==> config.mk <==
export PLATFORM = sky130hd
export DESIGN_NAME = router_ingress
export DESIGN_NICKNAME = d
export VERILOG_FILES = /design/src/rtl/router_pkg.sv /design/src/rtl/router_sync_fifo.sv /design/src/rtl/router_ingress.sv
export SDC_FILE = /design/constraint.sdc
export NUM_CORES = 1
export LEC_CHECK = 0
export CAP_MARGIN = 15
export CORE_MARGIN = 3
export CORE_UTILIZATION = 45
export CTS_CLUSTER_SIZE = 40
export DETAILED_ROUTE_END_ITERATION = 8
export PLACE_DENSITY = 0.66
export REMOVE_ABC_BUFFERS = 1
export SLEW_MARGIN = 20
export SYNTH_ARGS = -nofsm -noshare
export SYNTH_HDL_FRONTEND = slang
export SYNTH_HIERARCHICAL = 1
export SYNTH_SLANG_ARGS = --single-unit
==> constraint.sdc <==
create_clock -name clk -period 10.29 [get_ports clk]
set_clock_uncertainty 0.15 [all_clocks]
set_input_delay 1.029 -clock clk [delete_from_list [all_inputs] [get_ports clk]]
set_output_delay 1.029 -clock clk [all_outputs]
set_load 0.1 [all_outputs]
==> src/rtl/router_pkg.sv <==
// Shared constants and types for the router ingress path.
package router_pkg;
  localparam int ADDR_WIDTH = 2;
  localparam int NUM_PORTS  = 4;
  localparam int DATA_WIDTH = 32;

  typedef logic [ADDR_WIDTH-1:0] port_addr_t;

  typedef struct packed {
    port_addr_t            addr;
    logic [DATA_WIDTH-1:0] data;
  } route_word_t;
endpackage

==> src/rtl/router_sync_fifo.sv <==
// Generic synchronous FIFO: storage, wrapping pointers, occupancy, full/empty.
module router_sync_fifo #(
  parameter  int WIDTH = 34,
  parameter  int DEPTH = 8,
  localparam int PTR_W = $clog2(DEPTH),
  localparam int CNT_W = PTR_W + 1
) (
  input  logic             clk,
  input  logic             resetn,
  input  logic             clr,
  input  logic             push,
  input  logic             pop,
  input  logic [WIDTH-1:0] wr_data,
  output logic [WIDTH-1:0] rd_data,
  output logic [CNT_W-1:0] count,
  output logic             full,
  output logic             empty
);
  logic [WIDTH-1:0] mem [DEPTH];
  logic [PTR_W-1:0] wr_ptr_q, wr_ptr_d;
  logic [PTR_W-1:0] rd_ptr_q, rd_ptr_d;
  logic [CNT_W-1:0] count_q, count_d;

  always_comb begin
    wr_ptr_d = wr_ptr_q;
    rd_ptr_d = rd_ptr_q;
    count_d  = count_q;
    if (clr) begin
      wr_ptr_d = '0;
      rd_ptr_d = '0;
      count_d  = '0;
    end else begin
      // DEPTH is a power of two, so pointers wrap by natural overflow
      if (push) wr_ptr_d = wr_ptr_q + PTR_W'(1);
      if (pop)  rd_ptr_d = rd_ptr_q + PTR_W'(1);
      case ({push, pop})
        2'b10:   count_d = count_q + CNT_W'(1);
        2'b01:   count_d = count_q - CNT_W'(1);
        default: count_d = count_q;
      endcase
    end
  end

  always_ff @(posedge clk or negedge resetn) begin
    if (!resetn) begin
      wr_ptr_q <= '0;
      rd_ptr_q <= '0;
      count_q  <= '0;
    end else begin
      wr_ptr_q <= wr_ptr_d;
      rd_ptr_q <= rd_ptr_d;
      count_q  <= count_d;
    end
  end

  always_ff @(posedge clk) begin
    if (push) mem[wr_ptr_q] <= wr_data;
  end

  assign rd_data = mem[rd_ptr_q];
  assign count   = count_q;
  assign full    = (count_q == CNT_W'(DEPTH));
  assign empty   = (count_q == '0);
endmodule

==> src/rtl/router_ingress.sv <==
// Buffered ingress ahead of simple_router: FIFO, single-cycle output strobes, stall/flush.
// Optional per-port dispatch counters are built when ROUTER_INGRESS_STATS_EN is defined.
module router_ingress
  import router_pkg::*;
#(
  parameter  int DATA_WIDTH = router_pkg::DATA_WIDTH,
  parameter  int DEPTH      = 8,
  parameter  int CNT_WIDTH  = 16,
  localparam int CNT_W      = $clog2(DEPTH) + 1
) (
  input  logic                  clk,
  input  logic                  resetn,
  input  logic [DATA_WIDTH-1:0] in_data,
  input  logic [1:0]            in_addr,
  input  logic                  in_valid,
  output logic                  in_ready,
  input  logic                  flush,
  input  logic                  out_stall,
  output logic [DATA_WIDTH-1:0] out_din,
  output logic                  out_din_en,
  output logic [1:0]            out_addr,
  output logic [CNT_W-1:0]      fifo_count,
  output logic [CNT_WIDTH-1:0]  stat_cnt0,
  output logic [CNT_WIDTH-1:0]  stat_cnt1,
  output logic [CNT_WIDTH-1:0]  stat_cnt2,
  output logic [CNT_WIDTH-1:0]  stat_cnt3
);
  typedef struct packed {
    port_addr_t            addr;
    logic [DATA_WIDTH-1:0] data;
  } entry_t;

  entry_t wr_entry, head;
  logic   push, pop, full, empty;

  logic [DATA_WIDTH-1:0] out_din_q, out_din_d;
  port_addr_t            out_addr_q, out_addr_d;
  logic                  out_en_q, out_en_d;

  // in_ready depends only on registered occupancy, never on a same-cycle pop
  assign in_ready = !full;
  assign push     = in_valid && in_ready && !flush;
  assign pop      = !empty && !out_stall && !flush;

  assign wr_entry.addr = in_addr;
  assign wr_entry.data = in_data;

  router_sync_fifo #(
    .WIDTH ($bits(entry_t)),
    .DEPTH (DEPTH)
  ) u_fifo (
    .clk     (clk),
    .resetn  (resetn),
    .clr     (flush),
    .push    (push),
    .pop     (pop),
    .wr_data (wr_entry),
    .rd_data (head),
    .count   (fifo_count),
    .full    (full),
    .empty   (empty)
  );

  always_comb begin
    out_din_d  = '0;
    out_addr_d = '0;
    out_en_d   = 1'b0;
    if (pop) begin
      out_din_d  = head.data;
      out_addr_d = head.addr;
      out_en_d   = 1'b1;
    end
  end

  always_ff @(posedge clk or negedge resetn) begin
    if (!resetn) begin
      out_din_q  <= '0;
      out_addr_q <= '0;
      out_en_q   <= 1'b0;
    end else begin
      out_din_q  <= out_din_d;
      out_addr_q <= out_addr_d;
      out_en_q   <= out_en_d;
    end
  end

  assign out_din    = out_din_q;
  assign out_addr   = out_addr_q;
  assign out_din_en = out_en_q;

`ifdef ROUTER_INGRESS_STATS_EN
  for (genvar gi = 0; gi < NUM_PORTS; gi++) begin : g_stat
    logic [CNT_WIDTH-1:0] cnt_q, cnt_d;

    // Saturate at all-ones; flush leaves the counters alone
    always_comb begin
      cnt_d = cnt_q;
      if (pop && head.addr == port_addr_t'(gi) && cnt_q != {CNT_WIDTH{1'b1}})
        cnt_d = cnt_q + CNT_WIDTH'(1);
    end

    always_ff @(posedge clk or negedge resetn) begin
      if (!resetn) cnt_q <= '0;
      else         cnt_q <= cnt_d;
    end
  end

  assign stat_cnt0 = g_stat[0].cnt_q;
  assign stat_cnt1 = g_stat[1].cnt_q;
  assign stat_cnt2 = g_stat[2].cnt_q;
  assign stat_cnt3 = g_stat[3].cnt_q;
`else
  assign stat_cnt0 = {CNT_WIDTH{1'b0}};
  assign stat_cnt1 = {CNT_WIDTH{1'b0}};
  assign stat_cnt2 = {CNT_WIDTH{1'b0}};
  assign stat_cnt3 = {CNT_WIDTH{1'b0}};
`endif
endmodule

==> metrics.txt, run 1 <==
Post-DP HPWL=13900 um; n_diodes=0; vias in the first global route=6334; Worst R2R Start=u_fifo/count[1]; Worst-Skew Late Latency=0.50 ns; core area=0.0281 sq mm; DRT iter0 DRCs=416; chip height=176 um; Routed Antenna Nets=0; IO Port Bufs=78; critical path depth in cells=3; clk root buf=clkbuf_16; Post-synth ARST share=14.2%; setup total negative slack=0 ns; sequential share of power=47.0%; top_reg_cell synth=edfxtp_1; first-pass GRT wire length=38300 um; Logic pwr share=14.1%; # Post-CTS Setup Buffers=0; post-synth top area share=63.2%; RSZ-0062 raised after global routing=false; Register Area=0.00930 sq mm; critical path cell sequence=nor4_1 > inv_1 > clkdlybuf4s50_1; maximum clock path buffer count=3; critical path endpoint category=primary output; Hold WC Path Type=flip-flop to flip-flop; largest area contributor in the netlist=edfxtp_1; Max H-tree Level=2; Slew Limit Fails=0; post-layout util=53.4%; kind of critical path=flip-flop to primary output; vias=5967; final net count=752; Avg Cell Area, Syn=20.9 sq um; remaining global-route overflow=0; number of antenna violations at the first check in global routing=0; Yosys cell types=41; end of the worst register-to-register path=u_fifo/count[3]; Arr. time, crit path=2.43 ns; CP max-delay cell=clkdlybuf4s50_1; status=finished, final reports clean; CTS Buf Count=34; Clock Power Share=39.0%; Worst-path clk slew=0.06 ns; drt total wl=24600 um; worst reg2reg path depth=8; IO Count=143; Post-CTS Hold Fix Bufs=0; Critical Path End=in_ready; critical path data required time=9.11 ns; Hold Vio Cnt, Final=0; Rows=61; P_int=2270 uW; footprint of the multi-input gates=0.00317 sq mm; Slew HR=24.2%; area of the mapped netlist=0.0129 sq mm; Die ar.=0.0308 sq mm; fillers=2201; Syn Inst Count=618; Buf+Inv Stages, Crit Path=2; post-CTS resize count=0; Power Dens Cells=205 mW/mm^2; CTS tree=done; measured slew at the worst slew-check pin=1.14 ns; Pleak=0.00495 uW; routed len/inst=22.1 um; post-route DRC violation count=0; CP max FO=9; dominant cells by area after synthesis=edfxtp_1, mux4_2, dfrtp_1; Cells after DPL=1051; biggest cell delay along the critical path=0.97 ns; VDD IR-drop max=0.129 mV; Global Route Usage Sum=16.2%; final std cells w/o fill=1112; internal reg-to-reg setup slack=6.76 ns; Die X=176 um; gp weighted congestion=0.741; Final setup viols=0; Tmin final=3.61 ns; net load switching power=801 uW; Max-Cap Viols=0; vias per inst=5.37; layout cells sized above 1=28.9%; # clock sinks=317; Sw Ratio=26.1%; DRT Pass-1 Iters=4; initial core utilization=46.0%; critical path startpoint category=flip-flop; Post-synth EDFFs=272; fmax=0.277 GHz; YS warnings=6; delay-heaviest family, CP=buffers and inverters; Worst Min Path Start=u_fifo/wr_ptr_q[0]; pin count of the biggest net entering global routing=71; final period utilization=35.1%; CP startpoint=u_fifo/count[1]; post-synthesis register bit count=317; sequential element share of the synthesized area=71.9%; P&R area growth vs syn=16.0%
[sequential cells by signal (all words and copies together), names as in the netlist]
name / flops
out_din_en: 1
u_fifo/count: 4
u_fifo/wr_ptr_q: 3
u_fifo/rd_ptr_q: 3
u_fifo/mem: 272
out_din: 32
out_addr: 2
[kinds of logic after synthesis]
| family | share of synthesized area, % |
|---|---|
| xor gates and xnor gates | 0.339 |
| other | 0.0290 |
| and+or+nand+nor | 5.50 |
| AOI/OAI and AO/OA | 0.581 |
| DFF | 71.9 |
| adders and majority gates | 0.387 |
| muxes | 15.3 |
| buffers and inverters | 5.97 |
[cells in the mapped netlist, drive strengths merged, types with 2 or more instances]
library cell	number
mux4	68
nor2b	2
nand2	4
clkbuf	11
edfxtp	272
ha	4
mux2	34
nor4	2
dfrtp	45
nor2	17
nor3	5
buf	89
nor4b	34
nand2b	4
xor2	4
mux2i	3
inv	4
[worst reg2reg max path, stage by stage (launching register included)]
cell	delay (ns)
dfrtp_1	0.49
nor4_2	0.34
buf_4	0.67
nor3_2	0.27
nor2b_1	0.26
ha_1	0.34
a31o_2	0.26
a2111oi_0	0.50
nand4b_1	0.19
[metrics by stage]
| step | cell area [sq um] | power (uW) | setup slack [ns] | hold slack [ns] |
|---|---|---|---|---|
| 2_1_floorplan | 12400 | 1800 | 1.56 | 0.392 |
| 3_3_place_gp | 13800 | 1900 | 6.44 | 0.416 |
| 3_5_place_dp | 13900 | 1910 | 6.11 | 0.443 |
| 4_1_cts | 15000 | 3110 | 6.42 | 0.452 |
| 5_1_grt | 15000 | 3170 | 6.55 | 0.494 |
| 6_report | 15000 | 3070 | 6.68 | 0.461 |
[power groups by stage]
stage / registers [uW] / clock network (uW) / logic, uW
after floorplan: 1560 / 0 / 235
after global placement: 1470 / 0 / 428
after detailed placement: 1470 / 0 / 435
after CTS: 1440 / 1230 / 436
after global routing: 1450 / 1270 / 454
final: 1440 / 1200 / 432
[how the worst min path moves through the flow]
stage	to	slack, ns	cells after the start
global placement	u_fifo/wr_ptr_q[0]	0.42	2
global route	u_fifo/wr_ptr_q[0]	0.49	2
floorplan	u_fifo/wr_ptr_q[0]	0.39	2
CTS	u_fifo/wr_ptr_q[0]	0.45	2
finish	u_fifo/wr_ptr_q[0]	0.46	2
detailed placement	u_fifo/wr_ptr_q[0]	0.44	2
[final cells by class]
type / instances / share of cell area, %
flip-flops and latches: 317 / 62.0
multi-input cells: 260 / 21.1
clock buffers: 44 / 6.35
repair buffers: 92 / 6.16
well taps: 378 / 3.15
clock inverters: 17 / 1.07
inverters: 4 / 0.100
[cell usage in the layout (no fill, tap or decap), types with 2 or more instances in the layout]
cell / instances
edfxtp_1: 272
clkdlybuf4s50_1: 75
mux4_2: 68
conb_1: 64
dfrtp_1: 42
clkbuf_16: 37
nor4b_2: 24
mux2_2: 24
buf_4: 11
nor2_1: 11
mux2_4: 10
clkinv_2: 8
clkbuf_1: 7
nor2_4: 6
nor4b_4: 5
nor4b_1: 5
inv_1: 4
clkinv_1: 4
xor2_1: 4
nand2_1: 4
nand2b_1: 4
ha_1: 4
nor3_2: 3
bufinv_16: 3
buf_2: 3
mux2i_1: 3
clkinvlp_4: 2
nor2b_1: 2
nor3_1: 2
buf_16: 2
dfrtp_4: 2
[metal layers]
layer  GRT usage, %  part of all wire, %  up-vias
met1           22.2                   42     3185
met2           26.9                   50      214
met3           3.48                  6.4       39
met5              0                    0        -
met4           4.22                  1.7        0
li1               -                    -     2529
No activity file was read; power rests on OpenSTA's default activity.
==> run 2: changes to the inputs <==
Settings changed: PLACE_DENSITY 0.66 to 0.69.
Clock period 10.29 ns to 3.05 ns, I/O delays scaled along.
==> run 2 against run 1 <==
  * Sequential power grew to 3.4 times the previous value
  * Setup slack lost 6.3 ns
  * Final area shrank 1.3%
  * Clock power grew to 2.8 times the previous value
  * Critical path depth grew 4
  * Register-to-register slack lost 6.4 ns
  * Core utilization shrank 0.69 points
  * Non-clock buffer count grew 16
  * First-iteration DRC count grew 4.1%
  * Total power grew to 3.2 times the previous value
  * Final cell count grew 0.99%
  * Critical endpoint is now u_fifo/count[3]
  * Highest routed layer unchanged
==> metrics.txt, run 2 (synthesized netlist as in run 1, its figures left out) <==
vias=5980; P&R area growth vs syn=14.5%; critical path endpoint category=flip-flop; Die X=176 um; worst reg2reg path depth=7; number of antenna violations at the first check in global routing=0; final net count=764; IO Port Bufs=78; Final setup viols=0; first-pass GRT wire length=37700 um; remaining global-route overflow=0; Post-DP HPWL=14700 um; CP max FO=9; Slew Limit Fails=0; Hold Vio Cnt, Final=0; maximum clock path buffer count=3; Worst-Skew Late Latency=0.54 ns; critical path data required time=3.37 ns; final period utilization=87.7%; Max-Cap Viols=0; final std cells w/o fill=1123; fmax=0.374 GHz; Slew HR=34.9%; Arr. time, crit path=3.00 ns; Hold WC Path Type=primary input to flip-flop; vias per inst=5.33; Routed Antenna Nets=0; Power Dens Cells=658 mW/mm^2; kind of critical path=flip-flop to flip-flop; initial core utilization=46.0%; drt total wl=24500 um; n_diodes=0; Placed Area=0.0139 sq mm; DRT iter0 DRCs=433; post-CTS resize count=0; Cells after DPL=1065; fillers=2170; Rows=61; end of the worst register-to-register path=u_fifo/count[3]; gp weighted congestion=0.715; CTS tree=done; # clock sinks=317; Worst R2R Start=u_fifo/count[1]; routed len/inst=21.9 um; Global Route Usage Sum=16.0%; Max H-tree Level=1; IO Count=143; Tmin final=2.68 ns; clk root buf=clkbuf_16; core area=0.0281 sq mm; measured slew at the worst slew-check pin=0.976 ns; Worst-path clk slew=0.06 ns; post-route DRC violation count=0; Worst Hold Slack=0.0607 ns; vias in the first global route=6347; VDD IR-drop max=0.527 mV; CTS Buf Count=30; RSZ-0062 raised after global routing=false; layout cells sized above 1=34.2%; Critical Path End=u_fifo/count[3]; chip height=176 um; Pleak=0.00500 uW; most common cell after layout, fill and taps aside=edfxtp_1; Reg with most FFs=u_fifo/mem; most frequent cells in the layout=edfxtp_1, mux4_2, buf_4; DRT Pass-1 Iters=5; critical path startpoint category=flip-flop; max reg flops=272; Die ar.=0.0308 sq mm; Finished Cell Area=0.0148 sq mm; status=finished, final reports clean; internal reg-to-reg setup slack=0.37 ns; post-layout util=52.7%; CP startpoint=u_fifo/count[1]; pin count of the biggest net entering global routing=71
## run 2: changes by cell type in the layout (fill, tap and decap cells not counted), sizes merged
cell | before | now
bufinv | 3 | 0
clkdlybuf4s50 | 75 | 35
clkinv | 12 | 8
dlygate4sd3 | 0 | 2
buf | 17 | 71
clkbuf | 44 | 47
clkinvlp | 2 | 1
## run 2: what timing repair did
item | in CTS | in global routing
hold buffers | 2 | 0
buffers inserted | 0 | 0
hold endpoints to repair | 35 | 0
## run 2: worst min path at each step
stage	depth (start not counted)	endpoint	start
floorplan	0	out_addr[0]	resetn
global placement	1	out_din[13]	resetn
detailed placement	1	out_din[13]	resetn
CTS	3	out_din_en	flush
global route	3	out_din_en	flush
finish	3	out_din_en	flush
## run 2: metal layers
metal | track usage, % | vias up | wire length (um)
li1 | - | 2548 | -
met1 | 22.2 | 3148 | 10400
met2 | 27.0 | 240 | 12300
met3 | 2.49 | 44 | 1360
met4 | 3.60 | 0 | 478
met5 | 0 | - | 0
## run 2: report_power, final
group,switching [uW],internal [uW]
Sequential,43.8,4800
Clock,1460,1940
Combinational,1090,402
Total,2590,7140
## run 2: worst max-delay path, stage by stage (launching register included)
cell and delay (ns):
dfrtp_1 0.49, nor4_1 0.41, nor3b_1 0.13, nor2b_1 0.27
ha_1 0.34, a31o_2 0.27, a2111oi_0 0.37, nand4b_1 0.17
## run 2: per-stage QoR
step / setup WS [ns] / setup TNS (ns) / total power [uW]
CTS: 0.438 / 0 / 9830
detailed placement: 0.398 / 0 / 6420
global route: 0.204 / 0 / 10100
floorplan: -5.68 / -600.78 / 6060
finish: 0.374 / 0 / 9740
global placement: 0.470 / 0 / 6400
## run 2: final cells by class
type	count	area, sq um	share of cell area, %
clock buffers	47	866	5.85
clock inverters	9	47.5	0.321
inverters	4	15.0	0.101
multi-input cells	260	3160	21.4
flip-flops and latches	317	9300	62.9
well taps	378	473	3.20
repair buffers	108	933	6.31
==> run 3: changes to the inputs <==
--- a/constraint.sdc
+++ b/constraint.sdc
@@ -3,3 +3,3 @@
 set_input_delay 0.305 -clock clk [delete_from_list [all_inputs] [get_ports clk]]
 set_output_delay 0.305 -clock clk [all_outputs]
-set_load 0.1 [all_outputs]
+set_load 0.05 [all_outputs]
==> run 3 against run 2 <==
  * Core utilization rose by 0.58 points
  * Via count increased by 0.72%
  * Flip-flop and latch count stayed put
  * Global-route usage grew 0.32 points
  * Final cell count did not move
  * Non-clock buffer count decreased by 1
  * Critical endpoint unchanged
  * Largest power group unchanged
  * Highest routed layer unchanged
==> metrics.txt, run 3 (synthesized netlist as in run 1, its figures left out) <==
Worst-Skew Late Latency=0.55 ns; pin count of the biggest net entering global routing=71; vias per inst=5.36; CTS tree=done; maximum clock path buffer count=3; kind of critical path=flip-flop to flip-flop; final std cells w/o fill=1123; RSZ-0062 raised after global routing=false; Global Route Usage Sum=16.3%; Max H-tree Level=1; met1 Resource Use GR=22.3%; Finished Cell Area=0.0150 sq mm; Max-Cap Viols=0; sequential share of power=50.5%; Final setup viols=0; n_diodes=0; max reg flops=272; DRT iter0 DRCs=445; Slew Limit Fails=0; footprint of the multi-input gates=0.00316 sq mm; GR Util met2=27.7%; GR Util met3=2.81%; Routed Antenna Nets=0; post-route DRC violation count=0; Cells after DPL=1064; Register Area=0.00930 sq mm; Buf+Inv Stages, Crit Path=0; remaining global-route overflow=0; measured slew at the worst slew-check pin=0.872 ns; final net count=764; clk root buf=clkbuf_16; Die ar.=0.0308 sq mm; critical path cell sequence=nor4_1 > nor3b_1 > nor2b_1 > ha_1 > a31o_2 > a2111oi_0 > nand4b_1; Die X=176 um; critical path data required time=3.38 ns; # clock sinks=317; fmax=0.367 GHz; most common cell after layout, fill and taps aside=edfxtp_1; Slew HR=41.9%; gp weighted congestion=0.728; CP max-delay cell=dfrtp_1; critical path endpoint category=flip-flop; biggest cell delay along the critical path=0.49 ns; P_int=7280 uW; status=finished, final reports clean; Logic pwr share=12.2%; Power Dens Cells=641 mW/mm^2; Pleak=0.00496 uW; layout cells sized above 1=29.5%; number of antenna violations at the first check in global routing=0; net load switching power=2310 uW; Post-DP HPWL=14900 um; Rows=61; fillers=2174; total power=9590 uW; Clock Power Share=37.3%; core area=0.0281 sq mm; most frequent cells in the layout=edfxtp_1, clkdlybuf4s50_1, mux4_2; setup total negative slack=0 ns; Hold WC Path Type=primary input to flip-flop; Tmin final=2.72 ns; post-CTS resize count=0; critical path startpoint category=flip-flop; Worst-path clk slew=0.06 ns; Hold Vio Cnt, Final=0; Placed Area=0.0140 sq mm; first-pass GRT wire length=38500 um; Arr. time, crit path=3.05 ns; Reg with most FFs=u_fifo/mem; IO Count=143; final period utilization=89.3%; delay-heaviest family, CP=simple AND/OR/NAND/NOR gates; VDD IR-drop max=0.447 mV; IO Port Bufs=78; CP max FO=9; initial core utilization=46.0%; drt total wl=25000 um; DRT Pass-1 Iters=5; Worst Hold Slack=0.0207 ns; Sw Ratio=24.0%; P&R area growth vs syn=15.7%; vias in the first global route=6382; chip height=176 um; CTS Buf Count=31; GRT busiest layer=met2; routed len/inst=22.2 um; vias=6023
==> run 3: cell types whose count changed in the layout (fill, tap and decap cells not counted), sizes merged <==
cell / change
buf: -41
clkdlybuf4s50: +40
clkbuf: -4
clkinv: +3
bufinv: +1
clkinvlp: +1
==> run 3: final timing paths <==
kind                                       to                from  cells past startpoint  slack, ns
max                           u_fifo/count[3]     u_fifo/count[1]                      7       0.33
min                                out_din_en               flush                      3       0.02
max reg2reg                   u_fifo/count[3]     u_fifo/count[1]                      7       0.33
min reg2reg                u_fifo/wr_ptr_q[0]  u_fifo/wr_ptr_q[0]                      2       0.49
max in group asynchronous  u_fifo/rd_ptr_q[0]              resetn                      3       2.06
min in group asynchronous         out_din[13]              resetn                      2       0.16
==> run 3: metal layers <==
layer	vias to the layer above	wire (um)
li1	2555	-
met1	3203	10600
met2	220	12400
met3	45	1420
met4	0	574
met5	-	0
==> run 3: layout make-up <==
type	instances	share of cell area, %
clock buffer	43	5.82
clock inverter	14	0.661
inverter	4	0.100
multi-input combinational	260	21.1
sequential	317	62.2
tap	378	3.16
timing repair buffer	107	6.96
==> run 3: stage by stage <==
| step | util [%] | setup slack (ns) |
|---|---|---|
| after floorplan | - | -5.43 |
| after global placement | 49.7 | 0.474 |
| after detailed placement | 49.7 | 0.411 |
| after CTS | 53.3 | 0.333 |
| after global routing | 53.3 | 0.242 |
| final | 53.3 | 0.326 |
==> run 3: timing repair <==
| action | 4_1_cts | 5_1_grt |
|---|---|---|
| hold endpoints to repair | 35 | 0 |
| endpoints found under the setup margin | 0 | 0 |
| hold buffers | 2 | 0 |
| buffers inserted | 0 | 0 |
==> run 3: worst reg2reg max path, cell delays in order (launching register included) <==
cell and delay, ns:
dfrtp_1 0.49, nor4_1 0.38, nor3b_1 0.11, nor2b_1 0.27, ha_1 0.33, a31o_2 0.28
a2111oi_0 0.47, nand4b_1 0.18
==> run 3: power groups by stage <==
stage / Combinational, uW / Clock (uW) / Sequential [uW]
final: 1170 / 3580 / 4840
after CTS: 1180 / 3650 / 4840
after global placement: 1150 / 0 / 4930
after detailed placement: 1180 / 0 / 4930
after floorplan: 617 / 0 / 5120
after global routing: 1240 / 3840 / 4850
